**config.mk**
```make
export PLATFORM = sky130hd
export DESIGN_NAME = abc_input_conditioner
export DESIGN_NICKNAME = d
export VERILOG_FILES = /design/src/rtl/abc_input_conditioner.sv
export SDC_FILE = /design/constraint.sdc
export NUM_CORES = 1
export LEC_CHECK = 0
export CAP_MARGIN = 10
export CORE_UTILIZATION = 43
export DETAILED_ROUTE_END_ITERATION = 7
export PLACE_DENSITY = 0.67
export SLEW_MARGIN = 20
export SYNTH_ARGS = -nofsm -noshare
export SYNTH_HDL_FRONTEND = slang
export SYNTH_SLANG_ARGS = --single-unit
```
**constraint.sdc**
```tcl
create_clock -name clk -period 4.9 [get_ports clk]
set_input_delay 0.98 -clock clk [delete_from_list [all_inputs] [get_ports clk]]
set_output_delay 0.98 -clock clk [all_outputs]
set_load 0.01 [all_outputs]
```
**src/rtl/abc_input_conditioner.sv**
```systemverilog
// Synchronizes and debounces the a/b/c condition inputs for the sequencer, with
// registered levels, all-high/change flags and a saturating glitch counter.
module abc_input_conditioner #(
    parameter int unsigned SYNC_STAGES     = 2,
    parameter int unsigned DEBOUNCE_CYCLES = 4
) (
    input  logic       clk,
    input  logic       reset,
    input  logic       a_in,
    input  logic       b_in,
    input  logic       c_in,
    output logic       a,
    output logic       b,
    output logic       c,
    output logic       all_high,
    output logic       all_high_rise,
    output logic       change,
    output logic [7:0] glitch_count
);

    localparam int unsigned CntW = (DEBOUNCE_CYCLES > 1) ? $clog2(DEBOUNCE_CYCLES) : 1;
    localparam logic [CntW-1:0] CntMax = CntW'(DEBOUNCE_CYCLES - 1);

    logic [2:0]             raw;
    logic [SYNC_STAGES-1:0] sync_q [3];
    logic [2:0]             s;
    logic [2:0]             o_q, o_d;
    logic [CntW-1:0]        cnt_q [3];
    logic [CntW-1:0]        cnt_d [3];
    logic [2:0]             glitch, upd;
    logic                   change_q, all_high_d_q;
    logic [1:0]             glitch_sum;
    logic [8:0]             glitch_acc;
    logic [7:0]             glitch_count_q, glitch_count_d;

    assign raw = {c_in, b_in, a_in};

    always_comb begin
        for (int i = 0; i < 3; i++) begin
            s[i] = sync_q[i][SYNC_STAGES-1];
        end
    end

    // Per-bit debounce: a return to the held level with a pending count is a glitch.
    always_comb begin
        o_d    = o_q;
        glitch = '0;
        upd    = '0;
        for (int i = 0; i < 3; i++) begin
            cnt_d[i] = cnt_q[i];
            if (s[i] == o_q[i]) begin
                if (cnt_q[i] != '0) begin
                    glitch[i] = 1'b1;
                    cnt_d[i]  = '0;
                end
            end else if (cnt_q[i] == CntMax) begin
                o_d[i]   = s[i];
                cnt_d[i] = '0;
                upd[i]   = 1'b1;
            end else begin
                cnt_d[i] = cnt_q[i] + 1'b1;
            end
        end
    end

    always_comb begin
        glitch_sum     = {1'b0, glitch[0]} + {1'b0, glitch[1]} + {1'b0, glitch[2]};
        glitch_acc     = {1'b0, glitch_count_q} + {7'b0, glitch_sum};
        glitch_count_d = glitch_acc[8] ? 8'hFF : glitch_acc[7:0];
    end

    always_ff @(posedge clk or posedge reset) begin
        if (reset) begin
            for (int i = 0; i < 3; i++) begin
                sync_q[i] <= '0;
                cnt_q[i]  <= '0;
            end
            o_q            <= '0;
            change_q       <= 1'b0;
            all_high_d_q   <= 1'b0;
            glitch_count_q <= '0;
        end else begin
            for (int i = 0; i < 3; i++) begin
                sync_q[i] <= {sync_q[i][SYNC_STAGES-2:0], raw[i]};
                cnt_q[i]  <= cnt_d[i];
            end
            o_q            <= o_d;
            change_q       <= |upd;
            all_high_d_q   <= &o_q;
            glitch_count_q <= glitch_count_d;
        end
    end

    assign a             = o_q[0];
    assign b             = o_q[1];
    assign c             = o_q[2];
    assign all_high      = &o_q;
    assign all_high_rise = all_high & ~all_high_d_q;
    assign change        = change_q;
    assign glitch_count  = glitch_count_q;

endmodule

```
After elaboration in Yosys (flattened, before gate mapping):

Index checks and enable logic that the tools add are counted.

* memories kept: 0
* RAM bits: 0
* ROM bits: 0
* latch bits: 0
* flip-flop bits (word level): 25

* muxes and demuxes: 22
* $mul: 0
* bitwise gates (word level): 5
* shift-type cells: 0
* add/sub/neg operators: 6
* eq/ne operators: 9
* divide/modulo/power cells: 0
* reduce and logical (&&, ||, !) cells: 8
* magnitude comparators: 0

Operators by type and width (count)
* $mux 2: 9
* $mux 1: 12
* $add 8x2->9: 1
* $mux 8: 1
* $add 2x1->2 const B: 3
* $eq 2x2->1 const B: 3
* $ne 2x1->1 const B: 3
* $reduce_and 2->1: 3
* $reduce_bool 2->1: 3
* $not 1->1: 4
* $eq 1x1->1: 3
* $reduce_and 3->1: 1
* $reduce_or 3->1: 1
* $add 1x1->2: 1
* $add 2x1->2: 1
* $and 1x1->1: 1

Logic depth before layout (Yosys ltp):

Gate-level depths: netlist of the first run.

* depth in word-level cells: 7
* mapped depth: 10

Least setup slack after synthesis of the first run:

No wires, ideal clock.

* path kind: reg-to-reg
* start point: register o_q[0]
* end point: register glitch_count_q[3] (netlist: glitch_count[3])
* path slack: 2.291 ns
* arrival time: 2.480 ns
* data required time: 4.772 ns
* period minus slack after synthesis: 2.609 ns
* stages on the path, launching flop included: 10
* cells stage by stage: dfrtp_1 > xor2_1 > or2_2 > fa_1 > inv_1 > ha_1 > fa_1 > and4_4 > nand4_2 > nand3_1

* cells in the longest elaborated chain, start to end: 6

Ends and longest elaborated chain
* start: declaration: RTL line 27 `logic [2:0] o_q, o_d;`
* start signal: assignment: RTL line 78 `o_q <= '0;`
* start signal: assignment: RTL line 87 `o_q <= o_d;`
* $eq 1x1->1: RTL line 51 `if (s[i] == o_q[i]) begin`
* $mux 1: RTL line 51
* $add 1x1->2: RTL line 67 `glitch_sum = {1'b0, glitch[0]} + {1'b0, glitch[1]} + {1'b0, glitch[2]};`
* $add 2x1->2: RTL line 67
* $add 8x2->9: RTL line 68 `glitch_acc = {1'b0, glitch_count_q} + {7'b0, glitch_sum};`
* $mux 8: RTL line 69 `glitch_count_d = glitch_acc[8] ? 8'hFF : glitch_acc[7:0];`
* net glitch_count_d[3]: RTL line 34 `logic [7:0] glitch_count_q, glitch_count_d;`
* end signal: assignment: RTL line 90 `glitch_count_q <= glitch_count_d;`
* end: declaration: RTL line 34

The timed path passes the listed nets, and every way through them passes these cells.
A chain may end at the register's enable or synchronous reset.

Worst setup path in the final report of the first run:

* start point: register cnt_q[4] in the netlist's numbering
* end point: register glitch_count_q[3] (netlist: glitch_count[3])

* cells in the longest elaborated chain, start to end: 7

Ends and longest elaborated chain
* start: declaration: RTL line 28 `logic [CntW-1:0] cnt_q [3];`
* start signal: indexed assignment: RTL line 85 `cnt_q[i] <= cnt_d[i];`
* $reduce_bool 2->1: RTL line 52 `if (cnt_q[i] != '0) begin`
* $mux 1: RTL line 52
* $mux 1: RTL line 51
* $add 1x1->2: RTL line 67
* $add 2x1->2: RTL line 67
* $add 8x2->9: RTL line 68
* $mux 8: RTL line 69
* net glitch_count_d[3]: RTL line 34

The timed path passes the listed nets, and every way through them passes these cells.

==> out/qor.txt, run 1 <==
Clock transition at path regs -> 0.14 ns
Slowest cell on the critical path -> fa_1
Residual DRC -> 0
Die width -> 53.8 um
Post-Route WL -> 1.92 mm
Final min period -> 2.75 ns
GR met2 Demand/Resource -> 28.0%
Yosys warns -> 0
CP Max Fanout -> 5
Num CTS Buffers -> 3
DRT antenna net count -> 0
Initial core utilization -> 46.1%
First drt pass iteration count -> 6
Cell taking the most area after synthesis -> dfrtp_1
Syn avg cell area -> 11.0 um^2
Clock share of power -> 10.2%
CP max stage delay -> 0.51 ns
Slew HR -> 39.8%
Rows -> 18
Fmax -> 363 MHz
Most frequent cell after synthesis -> dfrtp_1
Layout cells sized above 1 -> 8.66%
Tot Pwr -> 884 uW
Critical Path, Cell by Cell -> inv_1 > ha_1 > or2_2 > fa_1 > inv_1 > ha_1 > fa_1 > and4_4 > nand4_2 > nand3_1
Setup-failing EPs final -> 0
Die area -> 2890 um^2
Seq pwr share -> 40.2%
DR WL/cell -> 12.3 um
Initial antenna violation count -> 0
Num Clock Sinks -> 25
CTS tree -> built
Port bufs -> 18
GR Util All Layers -> 15.1%
# hold bufs at CTS -> 0
Power Dens Cells -> 633 nW/um^2
Logic pwr share -> 49.6%
Synthesized area -> 1150 um^2
Routing usage on met1 -> 17.1%
Worst clock skew -> 0.00741 ns
Worst path required time -> 5.11 ns
Switch Pwr -> 343 uW
CTS H-Tree Depth -> 1
Setup TNS -> 0 ns
Met3 usage -> 1.69%
Max-capacitance violation count -> 0
Static leakage -> 0.000674 uW
Worst min-delay path category -> flip-flop to flip-flop
Grt ovf -> 0
Core ar. -> 2500 um^2
Status -> completed
Clock tree root driver cell -> clkbuf_4
Post-synth EDFFs -> 0
Count of different cell masters after synthesis -> 23
Async SR Flop Fraction -> 100%
Synth top cells by count -> dfrtp_1, nand2_1, inv_1
Post-CTS Setup Bufs -> 0
Vias in the first global route -> 752
Fin. Hold Viols -> 0
Filler cells -> 226
Clock buffer depth -> 2
RSZ-0062 raised after global routing -> false
Setup crit end kind -> flip-flop
Most Crowded Layer GR -> met2
Cell internal pwr -> 541 uW
Vias/cell -> 4.97
Crit path kind -> flip-flop to flip-flop
Area contributors post-synth -> dfrtp_1, ha_1, nand2_1, inv_1, fa_1
Die Y -> 53.8 um
Max VDD drop -> 355 uV
CP arrival -> 2.96 ns
#FFs+latches synth -> 25
Starting DRT DRC Count -> 6
Post-Synthesis Cells -> 105
Syn Nets -> 120
Via count of the routed design -> 780
Fin crit share -> 56.2%
Crit start category -> flip-flop
Synth Flop Type -> dfrtp_1
Largest net degree at the start of global routing -> 26
Area grow syn2layout -> 21.3%
Gpl congestion -> 0.756
Worst-margin pin slew -> 0.902 ns
Post-CTS resize count -> 0
Worst-Skew Late Latency -> 0.31 ns
N_diodes -> 0
Final Max Tran Viols -> 0
Switching Fraction -> 38.8%
Top cell type's share of synthesized area -> 54.3%
Final HPWL DP -> 1.44 mm
Post-synthesis sequential area ratio -> 54.3%
Fin nets -> 143
First-pass GRT wire length -> 3.09 mm
Io pins -> 19
per-layer routing:
layer	part of all wire [%]	routed length, um
met1	43	830
met2	53	1020
met3	3.2	61
met4	0.83	16
met5	0	0
critical path, delay by kind of cell, from the launching register on:
kind,cells,cell delay [ns]
adder cells (fa/ha/maj),4,1.38
AND/OR/NAND/NOR,4,0.76
flip-flops,1,0.42
buffers and inverters,2,0.10
placed cells by master (no fill, tap or decap), types with 2 or more instances in the layout:
cell type	count
clkdlybuf4s50_1	18
dfrtp_1	25
fa_1	2
or3_1	2
a31oi_1	2
mux2i_1	2
mux2_2	3
inv_1	13
o21ai_0	8
ha_1	8
nor2_1	5
or2_2	2
xor2_1	3
nand2b_1	2
nand3_1	4
clkbuf_4	3
a21oi_1	2
nand2_1	14
nor2b_1	2
cells by family after synthesis:
family	share of synthesized area [%]
xor+xnor	3.04
compound gates	6.30
buf+inv	4.23
fa+ha+maj	12.2
simple gates	15.3
mux	4.67
flops	54.3
power groups by stage:
stage / sequential [uW] / clock, uW / combinational [uW]
4_1_cts: 358 / 90.9 / 447
6_report: 356 / 90.1 / 438
2_1_floorplan: 368 / 0 / 258
3_3_place_gp: 360 / 0 / 434
5_1_grt: 369 / 101 / 494
3_5_place_dp: 361 / 0 / 441
worst paths after layout:
check | start | to | slack (ns) | depth (start not counted)
worst max-delay path | cnt_q[4] | glitch_count[3] | 2.15 | 10
worst min-delay path | sync_q[0] | s[2] | 0.37 | 0
worst max register to register | cnt_q[4] | glitch_count[3] | 2.15 | 10
worst min register to register | sync_q[0] | s[2] | 0.37 | 0
max in group asynchronous | reset | cnt_q[4] | 3.20 | 2
min in group asynchronous | reset | glitch_count[3] | 1.14 | 2
layout make-up:
| cell class | instances | area [um^2] | share of cell area (%) |
|---|---|---|---|
| tap | 30 | 37.5 | 2.69 |
| sequential | 25 | 626 | 44.8 |
| multi-input combinational | 67 | 478 | 34.2 |
| clock inverter | 1 | 5.00 | 0.358 |
| timing repair buffer | 18 | 180 | 12.9 |
| clock buffer | 3 | 22.5 | 1.61 |
| inverter | 13 | 48.8 | 3.49 |
flip-flops by register name (all words and copies together), names as in the netlist:
| name | flops |
|---|---|
| glitch_count | 8 |
| cnt_q | 6 |
| o_q | 3 |
| s | 3 |
| sync_q | 3 |
| all_high_d_q | 1 |
| change | 1 |
stage by stage:
stage / util, % / area [um^2] / std cells / hold slack (ns) / setup slack, ns
4_1_cts: 55.9 / 1400 / 157 / 0.370 / 2.12
5_1_grt: 55.9 / 1400 / 157 / 0.376 / 2.03
2_1_floorplan: - / 1150 / 105 / 0.331 / 2.29
3_3_place_gp: 54.8 / 1370 / 153 / 0.332 / 2.17
6_report: 55.9 / 1400 / 157 / 0.369 / 2.15
3_5_place_dp: 54.8 / 1370 / 153 / 0.340 / 2.14
No activity file was read; power rests on OpenSTA's default activity.
==> run 2, diff against run 1 <==
- PLACE_DENSITY: 0.67 -> 0.69
- clock period: 4.9 -> 2.3 ns (I/O delays scaled with it)
==> out/qor.txt, run 2 (same netlist as run 1, synthesis figures left out) <==
Area grow syn2layout -> 35.3%
Multi-input gate area -> 538 um^2
Grt ovf -> 0
Die Y -> 53.8 um
Fmax -> 411 MHz
Worst-margin pin slew -> 0.326 ns
Clock tree root driver cell -> clkbuf_4
Io pins -> 19
Clock buffer depth -> 2
First drt pass iteration count -> 4
Starting DRT DRC Count -> 9
Max VDD drop -> 891 uV
RSZ-0062 raised after global routing -> true
Worst hold start -> sync_q[4]
CTS tree -> built
First-pass GRT wire length -> 3.73 mm
Fin crit share -> 106%
Initial antenna violation count -> 0
Cell internal pwr -> 1330 uW
Worst R2R Setup Slack -> -0.13 ns
Slew HR -> 78.3%
Final min period -> 2.43 ns
Critical Path, Cell by Cell -> inv_1 > ha_2 > or2_4 > fa_1 > inv_1 > ha_2 > fa_2 > and4_4 > nand4_4 > nand2b_1
Max-capacitance violation count -> 0
Final HPWL DP -> 1.63 mm
Vias/cell -> 4.98
Worst min-delay path category -> flip-flop to flip-flop
Largest net degree at the start of global routing -> 26
Finished Layout Cells -> 170
Initial core utilization -> 46.1%
Commonest non-fill, non-tap cell in the layout -> dfrtp_1
Setup slack after layout -> -0.131 ns
Core ar. -> 2500 um^2
Reg area -> 628 um^2
Tot Pwr -> 2140 uW
R2r startpoint -> cnt_q[1]
Die area -> 2890 um^2
Vias in the first global route -> 860
Static leakage -> 0.000760 uW
Worst-Skew Late Latency -> 0.33 ns
DRT antenna net count -> 0
Residual DRC -> 0
Failing checks -> setup timing
# hold bufs at CTS -> 0
Worst clock skew -> 0.00567 ns
Fin. Hold Viols -> 0
CP Max Fanout -> 5
Reg-to-Reg End -> glitch_count[0]
Logic pwr share -> 55.0%
Worst path required time -> 2.52 ns
Critical Path Start -> cnt_q[1]
Fin nets -> 156
Power Dens Cells -> 1370 nW/um^2
Reg2Reg Depth -> 10
CP max stage delay -> 0.50 ns
CP arrival -> 2.66 ns
DP Area -> 1520 um^2
Crit path kind -> flip-flop to flip-flop
Filler cells -> 196
Gpl congestion -> 0.829
Setup-failing EPs final -> 8
GR Util All Layers -> 19.0%
Final Max Tran Viols -> 0
CTS H-Tree Depth -> 1
Setup crit end kind -> flip-flop
Post-Route WL -> 2.14 mm
DR WL/cell -> 12.6 um
Rows -> 18
Port bufs -> 18
Switching Fraction -> 38.0%
Design Area, Final -> 1560 um^2
Clock share of power -> 9.2%
N_diodes -> 0
Flip-flop count of the largest register after layout -> 8
Die width -> 53.8 um
Via count of the routed design -> 847
Num Clock Sinks -> 25
Status -> finished, violations left
Layout cells sized above 1 -> 25.7%
Num CTS Buffers -> 3
Clock transition at path regs -> 0.13 ns
Seq pwr share -> 35.8%
Most frequent cells in the layout -> dfrtp_1, clkdlybuf4s50_1, nand2_1
Crit start category -> flip-flop
Place WS -> -0.154 ns
Dpl cells -> 165
Switch Pwr -> 812 uW
Slowest cell on the critical path -> fa_1
CP endpoint -> glitch_count[0]
[run 2: changes by cell type in the layout (fill, tap and decap cells not counted), sizes merged]
| cell | previous run | this run |
|---|---|---|
| buf | 0 | 13 |
| clkbuf | 3 | 4 |
| clkdlybuf4s50 | 18 | 17 |
| dlymetal6s2s | 0 | 1 |
| clkinv | 1 | 0 |
[run 2: final cells by class]
class,instances,area share (%)
Clock buffer,4,1.69
Inverter,13,3.13
Multi-Input combinational cell,67,34.5
Sequential cell,25,40.3
Tap cell,30,2.41
Timing Repair Buffer,31,18.0
[run 2: layer usage]
layer / wire, um / share of wire, % / track usage (%)
met5: 0 / 0 / 0
met4: 53 / 2.5 / 10.5
met3: 76 / 3.6 / 2.82
met1: 1040 / 49 / 25.1
met2: 964 / 45 / 29.8
[run 2: worst min-delay path by stage]
| stage | depth (start not counted) | slack [ns] | end |
|---|---|---|---|
| floorplan | 0 | 0.33 | s[0] |
| global placement | 0 | 0.33 | s[0] |
| detailed placement | 0 | 0.34 | s[0] |
| CTS | 0 | 0.37 | s[0] |
| global route | 0 | 0.38 | s[1] |
| finish | 0 | 0.37 | s[0] |
[run 2: stage by stage]
step	hold WS, ns	TNS (ns)	utilization, %
after floorplan	0.331	-0.970	-
after CTS	0.375	-1.04	62.2
after global routing	0.380	-1.65	62.4
final	0.372	-0.934	62.4
after global placement	0.332	-0.898	60.6
after detailed placement	0.344	-1.14	60.6
[run 2: timing repair]
| item | in CTS | in global routing |
|---|---|---|
| hold endpoints to repair | 0 | 0 |
| pin swaps | 2 | 2 |
| endpoints found under the setup margin | 8 | 9 |
| resized for setup | 1 | 2 |
| buffers inserted | 1 | 0 |
[run 2: worst max-delay path, delay by kind of cell, from the launching register on]
family        cells  cell delay, ns
simple gates      4            0.66
fa+ha+maj         4            1.20
buf+inv           2            0.09
flops             1            0.37
[run 2: power by group through the flow]
stage / combinational, uW / clock, uW / sequential (uW)
6_report: 1180 / 197 / 764
3_5_place_dp: 1170 / 0 / 769
3_3_place_gp: 1130 / 0 / 763
4_1_cts: 1190 / 205 / 763
2_1_floorplan: 599 / 0 / 801
5_1_grt: 1330 / 225 / 791
==> run 3, diff against run 2 <==
- clock period: 2.3 -> 2.1 ns (I/O delays scaled with it)
==> out/qor.txt, run 3 (same netlist as run 1, synthesis figures left out) <==
Status -> finished, violations left
Failing checks -> setup timing
Layout cells sized above 1 -> 25.9%
Slew HR -> 78.7%
Flip-flop count of the largest register after layout -> 8
CP arrival -> 2.63 ns
Die width -> 53.8 um
Starting DRT DRC Count -> 8
Final HPWL DP -> 1.58 mm
CP max stage delay -> 0.50 ns
CP Max Fanout -> 5
RSZ-0062 raised after global routing -> true
Grt ovf -> 0
Rows -> 18
Setup-failing EPs final -> 8
Io pins -> 19
Max VDD drop -> 840 uV
Clock buffer depth -> 2
Crit start category -> flip-flop
First drt pass iteration count -> 4
CTS H-Tree Depth -> 1
Clock transition at path regs -> 0.13 ns
Final min period -> 2.42 ns
Fin. Hold Viols -> 0
Largest net degree at the start of global routing -> 26
Die area -> 2890 um^2
Critical Path, Cell by Cell -> inv_1 > ha_2 > or2_4 > fa_1 > inv_1 > ha_2 > fa_2 > and4_4 > nand4_4 > nand2_1
Vias in the first global route -> 825
Num CTS Buffers -> 3
Worst clock skew -> 0.00414 ns
Finished Core Util -> 62.0%
Worst min-delay path category -> flip-flop to flip-flop
Commonest non-fill, non-tap cell in the layout -> dfrtp_1
Worst-margin pin slew -> 0.320 ns
Power Dens Cells -> 1480 nW/um^2
Crit path kind -> flip-flop to flip-flop
Vias/cell -> 4.99
Post-Route WL -> 2.03 mm
Design Area, Final -> 1550 um^2
Post-CTS Setup Bufs -> 0
CTS tree -> built
Num Clock Sinks -> 25
Slowest cell on the critical path -> fa_1
Residual DRC -> 0
Setup crit end kind -> flip-flop
First-pass GRT wire length -> 3.59 mm
Fmax -> 413 MHz
Fin crit share -> 115%
DRT antenna net count -> 0
Max-capacitance violation count -> 0
Die Y -> 53.8 um
Worst-Skew Late Latency -> 0.31 ns
Core ar. -> 2500 um^2
Setup slack after layout -> -0.319 ns
Port bufs -> 18
Place WS -> -0.345 ns
DP Area -> 1520 um^2
Initial core utilization -> 46.1%
Final Max Tran Viols -> 0
Gpl congestion -> 0.829
Most frequent cells in the layout -> dfrtp_1, clkdlybuf4s50_1, nand2_1
GR Util All Layers -> 18.3%
Via count of the routed design -> 844
Fin nets -> 155
Initial antenna violation count -> 0
Worst path required time -> 2.31 ns
N_diodes -> 0
Static leakage -> 0.000745 uW
Worst hold slack -> 0.365 ns
Area grow syn2layout -> 34.4%
Clock tree root driver cell -> clkbuf_4
DR WL/cell -> 12.0 um
==> run 3: cell count changes in the layout (fill, tap and decap cells not counted), sizes merged <==
cell	before	now
buf	13	12
clkbuf	4	3
dlygate4sd2	0	1
clkinv	0	1
dlymetal6s2s	1	0
==> run 3: report_power, final <==
part / internal (uW) / leakage [uW] / total (uW) / switching, uW
Clock: 71.2 / 0.0000177 / 209 / 137
Combinational: 696 / 0.000421 / 1240 / 548
Sequential: 662 / 0.000306 / 836 / 174
==> run 3: worst max-delay path: cells and delay by family, from the launching register on <==
kind	cells	cell delay, ns
fa+ha+maj	4	1.19
buf+inv	2	0.09
flops	1	0.38
simple gates	4	0.65
==> run 3: final timing paths <==
path                       slack, ns              end  cells after the start      start
max                            -0.32  glitch_count[2]                     10   cnt_q[1]
min reg2reg                     0.37             s[2]                      0  sync_q[0]
max in group asynchronous       1.42           o_q[2]                      3      reset
min                             0.37             s[2]                      0  sync_q[0]
min in group asynchronous       0.43             s[0]                      3      reset
max reg2reg                    -0.32  glitch_count[2]                     10   cnt_q[1]
==> run 3: through the flow <==
step / setup TNS [ns] / power [uW] / std cells
finish: -2.41 / 2290 / 169
global route: -3.17 / 2540 / 169
CTS: -2.57 / 2330 / 169
detailed placement: -2.62 / 2100 / 165
global placement: -2.50 / 2070 / 165
floorplan: -2.55 / 1530 / 105
==> run 3: layer usage <==
layer | share of wire (%) | vias up | routed length [um] | track usage (%)
met5 | 0 | - | 0 | 0
met4 | 1.9 | 0 | 38 | 8.77
met3 | 3.7 | 5 | 76 | 3.95
met2 | 45 | 21 | 917 | 28.8
met1 | 49 | 406 | 997 | 23.8
li1 | - | 412 | - | -
==> run 3: area by class of cell <==
class,instances,area [um^2]
fill,214,951
sequential,25,628
multi-input combinational,67,538
timing repair buffer,30,269
clock buffer,3,22.5
clock inverter,1,5.00
inverter,13,48.8
tap,30,37.5
==> run 3: timing repair <==
| item | 4_1_cts | 5_1_grt |
|---|---|---|
| endpoints found under the setup margin | 9 | 8 |
| hold endpoints to repair | 0 | 0 |
| gates resized for setup | 2 | 1 |
| pin swaps | 3 | 1 |
| hold buffers | 0 | 0 |
